--- src/rtl/sh7034_pkg.sv ---
// Shared types and helpers for the SH7034 ITU interrupt request arbiter.
// Source index convention: 3*channel + {0:IMIA, 1:IMIB, 2:OVI}.
package sh7034_pkg;

   localparam int ITU_NCH  = 5;
   localparam int ITU_NSRC = 3 * ITU_NCH;

   typedef logic [ITU_NSRC-1:0] ITU_IRQ_t;

   localparam logic [7:0] ITU_VEC_BASE = 8'd24;

   typedef enum logic [1:0] {
      IDLE = 2'd0,
      REQ  = 2'd1,
      DONE = 2'd2
   } IrqArbState_t;

   // Vector = base + 4*ch + src; the fourth slot of each channel is reserved.
   function automatic logic [7:0] itu_vec(input logic [7:0] base, input logic [3:0] idx);
      logic [7:0] v;
      v = base;
      for (int ch = 0; ch < ITU_NCH; ch++) begin
         for (int s = 0; s < 3; s++) begin
            if (idx == 4'(3 * ch + s)) v = base + 8'(4 * ch + s);
         end
      end
      return v;
   endfunction

endpackage

--- src/rtl/sh7034_itu_prio_enc.sv ---
// Combinational winner selection over the eligible ITU sources.
// Highest level wins; ties go to the first source in index order (low channel, then IMIA/IMIB/OVI).
module sh7034_itu_prio_enc
   import sh7034_pkg::*;
(
   input  ITU_IRQ_t    elig_i,
   input  logic [19:0] ipr_i,
   output logic        valid_o,
   output logic [3:0]  idx_o,
   output logic [3:0]  lvl_o
);

   always_comb begin
      valid_o = 1'b0;
      idx_o   = 4'd0;
      lvl_o   = 4'd0;
      // Strict compare keeps the earlier source on ties and never lets level 0 win.
      for (int ch = 0; ch < ITU_NCH; ch++) begin
         for (int s = 0; s < 3; s++) begin
            if (elig_i[3*ch+s] && (ipr_i[4*ch +: 4] > lvl_o)) begin
               valid_o = 1'b1;
               idx_o   = 4'(3 * ch + s);
               lvl_o   = ipr_i[4*ch +: 4];
            end
         end
      end
   end

endmodule

--- src/rtl/sh7034_itu_irq_arb.sv ---
// ITU interrupt arbiter: presents one registered level/vector to the CPU and masks
// each acknowledged source until its line drops.
module sh7034_itu_irq_arb
   import sh7034_pkg::*;
#(
   parameter logic [7:0] VEC_BASE = ITU_VEC_BASE
) (
   input  logic        CLK,
   input  logic        RST,
   input  logic        CE_R,
   input  logic        RES_N,
   input  logic [4:0]  IMIA_IRQ,
   input  logic [4:0]  IMIB_IRQ,
   input  logic [4:0]  OVI_IRQ,
   input  logic [19:0] IPR,
   output logic        INT_REQ,
   output logic [3:0]  INT_LVL,
   output logic [7:0]  INT_VEC,
   input  logic        INT_ACK,
   output logic [14:0] SERVED,
   output logic [1:0]  ARB_STATE
);

   // Handshake: INT_REQ high means INT_LVL/INT_VEC are valid; an INT_ACK seen on a
   // CE_R edge while INT_REQ is high consumes exactly the values presented in that cycle.

   IrqArbState_t state_q, state_d;
   logic         req_q, req_d;
   logic [3:0]   lvl_q, lvl_d;
   logic [7:0]   vec_q, vec_d;
   logic [3:0]   idx_q, idx_d;
   ITU_IRQ_t     served_q, served_d;

   ITU_IRQ_t     lines;
   ITU_IRQ_t     chan_en;
   ITU_IRQ_t     elig;
   logic         win_valid;
   logic [3:0]   win_idx;
   logic [3:0]   win_lvl;
   logic [7:0]   win_vec;

   always_comb begin
      lines   = '0;
      chan_en = '0;
      for (int n = 0; n < ITU_NCH; n++) begin
         lines[3*n]     = IMIA_IRQ[n];
         lines[3*n+1]   = IMIB_IRQ[n];
         lines[3*n+2]   = OVI_IRQ[n];
         chan_en[3*n]   = |IPR[4*n +: 4];
         chan_en[3*n+1] = |IPR[4*n +: 4];
         chan_en[3*n+2] = |IPR[4*n +: 4];
      end
   end

   assign elig = lines & chan_en & ~served_q;

   sh7034_itu_prio_enc u_prio_enc (
      .elig_i  (elig),
      .ipr_i   (IPR),
      .valid_o (win_valid),
      .idx_o   (win_idx),
      .lvl_o   (win_lvl)
   );

   assign win_vec = itu_vec(VEC_BASE, win_idx);

   always_comb begin
      state_d  = state_q;
      req_d    = req_q;
      lvl_d    = lvl_q;
      vec_d    = vec_q;
      idx_d    = idx_q;
      served_d = served_q & lines;
      case (state_q)
         IDLE: begin
            if (win_valid) begin
               req_d   = 1'b1;
               lvl_d   = win_lvl;
               vec_d   = win_vec;
               idx_d   = win_idx;
               state_d = REQ;
            end
         end
         REQ: begin
            // The ack refers to what the CPU sampled, so it beats re-arbitration.
            if (INT_ACK) begin
               served_d[idx_q] = 1'b1;
               req_d           = 1'b0;
               state_d         = DONE;
            end else if (!win_valid) begin
               req_d   = 1'b0;
               state_d = IDLE;
            end else begin
               lvl_d = win_lvl;
               vec_d = win_vec;
               idx_d = win_idx;
            end
         end
         DONE: begin
            req_d   = 1'b0;
            state_d = IDLE;
         end
         default: begin
            req_d   = 1'b0;
            state_d = IDLE;
         end
      endcase
   end

   always_ff @(posedge CLK or posedge RST) begin
      if (RST) begin
         state_q  <= IDLE;
         req_q    <= 1'b0;
         lvl_q    <= 4'd0;
         vec_q    <= 8'd0;
         idx_q    <= 4'd0;
         served_q <= '0;
      end else if (CE_R) begin
         if (!RES_N) begin
            state_q  <= IDLE;
            req_q    <= 1'b0;
            lvl_q    <= 4'd0;
            vec_q    <= 8'd0;
            idx_q    <= 4'd0;
            served_q <= '0;
         end else begin
            state_q  <= state_d;
            req_q    <= req_d;
            lvl_q    <= lvl_d;
            vec_q    <= vec_d;
            idx_q    <= idx_d;
            served_q <= served_d;
         end
      end
   end

   assign INT_REQ   = req_q;
   assign INT_LVL   = lvl_q;
   assign INT_VEC   = vec_q;
   assign SERVED    = served_q;
   assign ARB_STATE = state_q;

endmodule

--- config.mk ---
export PLATFORM = sky130hd
export DESIGN_NAME = sh7034_itu_irq_arb
export DESIGN_NICKNAME = d
export VERILOG_FILES = /design/src/rtl/sh7034_pkg.sv /design/src/rtl/sh7034_itu_prio_enc.sv /design/src/rtl/sh7034_itu_irq_arb.sv
export SDC_FILE = /design/constraint.sdc
export NUM_CORES = 1
export LEC_CHECK = 0
export ABC_CLOCK_PERIOD_IN_PS = 22900
export CORE_MARGIN = 3
export CORE_UTILIZATION = 45
export DETAILED_ROUTE_END_ITERATION = 16
export GPL_ROUTABILITY_DRIVEN = 1
export PLACE_DENSITY = 0.7
export SETUP_SLACK_MARGIN = 0.4
export SLEW_MARGIN = 10
export SYNTH_ARGS = -nofsm -noshare
export SYNTH_HDL_FRONTEND = slang
export SYNTH_SLANG_ARGS = --single-unit
--- constraint.sdc ---
create_clock -name CLK -period 22.9 [get_ports CLK]
set_input_delay 2.29 -clock CLK [delete_from_list [all_inputs] [get_ports CLK]]
set_output_delay 2.29 -clock CLK [all_outputs]
set_load 0.005 [all_outputs]
==> run summary <==
Once detail routing completed, the nets flagged for antenna violations numbered 0. The final number of hold-violating endpoints is 0. Total global routing track utilization: 0.227. The clock net in this run drives a total of 31 sinks. For the endpoint required time on the critical path, the log shows 23110 ps. The pin count of the biggest net entering global routing is 32, and the final design instance area without fill is 5260 um^2. The run gives 5 as the number of buffers inserted during clock tree synthesis. The flow ran to the end, and the final reports show no timing, DRC or antenna violations. For the pin with the worst max-slew slack, the measured transition is 882 ps. The sequential cell fraction of total power came out at 0.109. Once placement completed, the tool counted placed cells totaling 716.

After detailed routing, the average wire length per cell comes to 16.6 um. The async set-or-reset flop fraction in the synthesized netlist is 1.00. The tools report the worst flop-to-flop path startpoint as SERVED[0]. The total overflow left after global routing is 0. The pre-antenna-repair detailed-routing pass consisted of 4 iterations. The die covers 10200 um^2. From synthesis to final layout, the design area changed by 29.4%. The worst hold path startpoint is INT_LVL[2]. Measured along the y axis, the die boundary spans 101 um. The run gives 0.0848 mV as the worst vdd rail ir drop.

The min-delay analysis places its worst path in the category reg -> reg. Clock-pin slew was measured on the worst setup and hold paths at 60 ps. In this run the horizontal extent of the chip is 101 um.

Summing all placed instances gives a cell area of 4900 um^2. Pin placement for this block handled 70 I/O pins. After synthesis the cells add up to 4070 um^2. Setup repair after global routing left no endpoint under its margin. Detailed placement finished with a half-perimeter wire length of 9450 um. For the switching power summed over all nets, the log shows 336 uW. Number of rows in the core area: 34. The run gives 12200 um as the aggregate routed wire length.

The run gives 0 as the number of antenna violations at the first check in global routing. The detailed router finished its first iteration with 257 violations. The H-tree generated during clock tree synthesis spans 2 levels. Max-cap violations in this run came to 0. The worst setup path is captured at a flop. First element of the critical path: IMIB_IRQ[0]. For the share of total power in the clock network, the log shows 0.071.

The share of post-route cells with drive strength above 1 is 0.163. Counting stages on the worst path, the most repeated cell is sky130_fd_sc_hd__ha_1. For the share of the yosys chip area belonging to registers, the log shows 0.191.

At the placement stage, the worst setup path has a slack of -91.2 ps. The count of flip-flops with a built-in enable after synthesis works out to 0. The area of the core is 8760 um^2, and the via-per-instance ratio is 5.92. In this run, synthesis produced a sequential element count of 31. TritonCTS built the clock tree. The logs give 2 for the buffer levels on the longest clock path and 735 for the count of placed standard cells in the final layout, fillers left out. A synthesized cell averages 7.53 um^2. For this run, design rule violations remaining after detail routing come to 0.

Yosys mapped the design onto 80 distinct sky130hd cell types. At the later pin of the worst-skew pair, clock insertion delay measures 280 ps. The slowest cell on the critical path is sky130_fd_sc_hd__or4b_2. During synthesis, Yosys emitted a total of 0 warnings. Root buffer cell: sky130_fd_sc_hd__clkbuf_8. The ratio of total power to cell area was 127 nW/um^2. Cell internal power was estimated by the tool at 334 uW. The share of the clock period used by the worst path is 0.942.

For this run, the post-layout net count is 706. Leaving out fill and tap cells, the most frequent cell in the layout is sky130_fd_sc_hd__nand2_1. Hold repair after CTS inserted 0 buffers. Counting every instance in the synthesized netlist gives 540. Of all nets on the critical path, the largest fanout is 8. Derived from the worst setup path, the maximum achievable clock frequency is 46.4 MHz. For this run, the leading register cell type out of synthesis is sky130_fd_sc_hd__dfrtp_1. STA classifies the critical path startpoint as an input pin.

The logs give 0.00236 uW for the static leakage power and 19200 um for the wire length of the first global-routing pass. Number of slew-limit violations in the final report: 0. Setup slack closes at 1330 ps.

The fraction of the core area covered by cells at the end of the flow came out at 0.601. For the final database, setup skew stands at 1.92 ps. The antenna diode count was 0. Data arrives at the worst endpoint at 21780 ps. The count of input and output buffers is 67. The type of the worst setup path is in -> reg. For the number of global-route vias before repair, the log shows 4051.

The logs give 0.820 for the part of the total power dissipated in combinational logic and 0.464 for the effective utilization at floorplan. The logs give 0.909 for the final RePlAce weighted congestion and 0 for the setup violation total in the final timing report. The worst-case headroom to the max-slew limit is 0.410, and the clock period minus worst slack is 21570 ps. On the worst path, the slowest cell contributes a delay of 670 ps.

Switching power as a share of total power: 0.502. Leaving out fill and tap cells, the most frequent cells in the layout are sky130_fd_sc_hd__nand2_1, sky130_fd_sc_hd__clkdlybuf4s50_1, sky130_fd_sc_hd__o21ai_0, sky130_fd_sc_hd__nor2_1. For the routed via count, the log shows 4354.
## per-stage QoR
| stage | total power [uW] | TNS, ps | hold slack (ps) |
|---|---|---|---|
| finish | 669 | 0 | 490 |
| global placement | 553 | 0 | 468 |
| global route | 733 | 0 | 514 |
| floorplan | 430 | 0 | 470 |
| CTS | 616 | 0 | 488 |
| detailed placement | 564 | -546 | 471 |
## worst paths after layout
check	slack [ps]	end	depth (start not counted)
worst max-delay path	1330	INT_VEC[3]	108
worst min-delay path	490	INT_LVL[2]	2
worst max register to register	3340	INT_VEC[3]	107
worst min register to register	490	INT_LVL[2]	2
max in group asynchronous	20230	SERVED[10]	3
min in group asynchronous	2390	INT_VEC[5]	3
## state kept, by name (all words and copies together) (netlist names)
name / cells
ARB_STATE: 1
INT_VEC: 6
INT_REQ: 1
INT_LVL: 4
idx_q: 4
SERVED: 15
## cell usage after synthesis, types with 5 or more instances
cell                       number  share of area
sky130_fd_sc_hd__nand2_1       92          0.085
sky130_fd_sc_hd__o21ai_0       44          0.054
sky130_fd_sc_hd__ha_1          40           0.12
sky130_fd_sc_hd__nor2_1        37          0.034
sky130_fd_sc_hd__inv_1         36          0.033
sky130_fd_sc_hd__dfrtp_1       31           0.19
sky130_fd_sc_hd__a21oi_1       24          0.030
sky130_fd_sc_hd__mux2i_1       14          0.034
sky130_fd_sc_hd__nand3_1       14          0.017
sky130_fd_sc_hd__mux2_2        12          0.033
sky130_fd_sc_hd__o21ai_1       12          0.015
sky130_fd_sc_hd__nand2b_1      10          0.015
sky130_fd_sc_hd__nor2b_1       10          0.015
sky130_fd_sc_hd__nand4_1        9          0.014
sky130_fd_sc_hd__o21a_1         9          0.017
sky130_fd_sc_hd__o31ai_1        9          0.017
sky130_fd_sc_hd__nor3_1         8         0.0098
sky130_fd_sc_hd__a21o_1         7          0.013
sky130_fd_sc_hd__and2_1         7          0.011
sky130_fd_sc_hd__clkbuf_1       7         0.0065
sky130_fd_sc_hd__and3_1         6         0.0092
sky130_fd_sc_hd__nor4_1         5         0.0077
sky130_fd_sc_hd__or3_1          5         0.0077
## layout make-up
| class | instances | area (um^2) |
|---|---|---|
| Tap cell | 108 | 135 |
| Clock buffer | 8 | 100 |
| Sequential cell | 31 | 776 |
| Inverter | 38 | 143 |
| Fill cell | 812 | 3500 |
| Timing Repair Buffer | 92 | 866 |
| Multi-Input combinational cell | 458 | 3240 |
## power by group through the flow
stage          combinational [uW]  sequential [uW]  clock (uW)
5_1_grt                       608             74.4        50.7
4_1_cts                       495             72.8        48.3
3_5_place_dp                  491             73.7           0
6_report                      549             72.8        47.3
2_1_floorplan                 357             72.8           0
3_3_place_gp                  479             73.4           0
## critical path: cells and delay by family
family / cells / cell delay (ps)
AOI/OAI and AO/OA: 38 / 6930
buffers and inverters: 14 / 2000
adders and majority gates: 13 / 3460
muxes: 10 / 2800
and+or+nand+nor: 33 / 4270
## cell families (layout without fill, tap and decap cells)
family | after synthesis | count (layout) | synth area share
other cells | 1 | 2 | 0.000922
fa+ha+maj | 40 | 40 | 0.123
mux | 27 | 27 | 0.0704
simple gates | 230 | 230 | 0.283
xor+xnor | 2 | 2 | 0.00431
buf+inv | 52 | 138 | 0.0551
compound gates | 157 | 157 | 0.273
flops | 31 | 31 | 0.191
## layer usage
metal | track usage | up-vias | part of all wire
met5 | 0 | - | 0
met4 | 0.0542 | 0 | 0.012
met3 | 0.0208 | 16 | 0.053
met2 | 0.393 | 140 | 0.50
met1 | 0.304 | 2061 | 0.44
li1 | - | 2137 | -
## timing repair
item,in CTS,in global routing
setup buffers,0,11
endpoints found under the setup margin,15,15
gates cloned,0,0
pin swaps,0,14
gates resized for setup,3,40
Power figures use the tool's default switching activity.
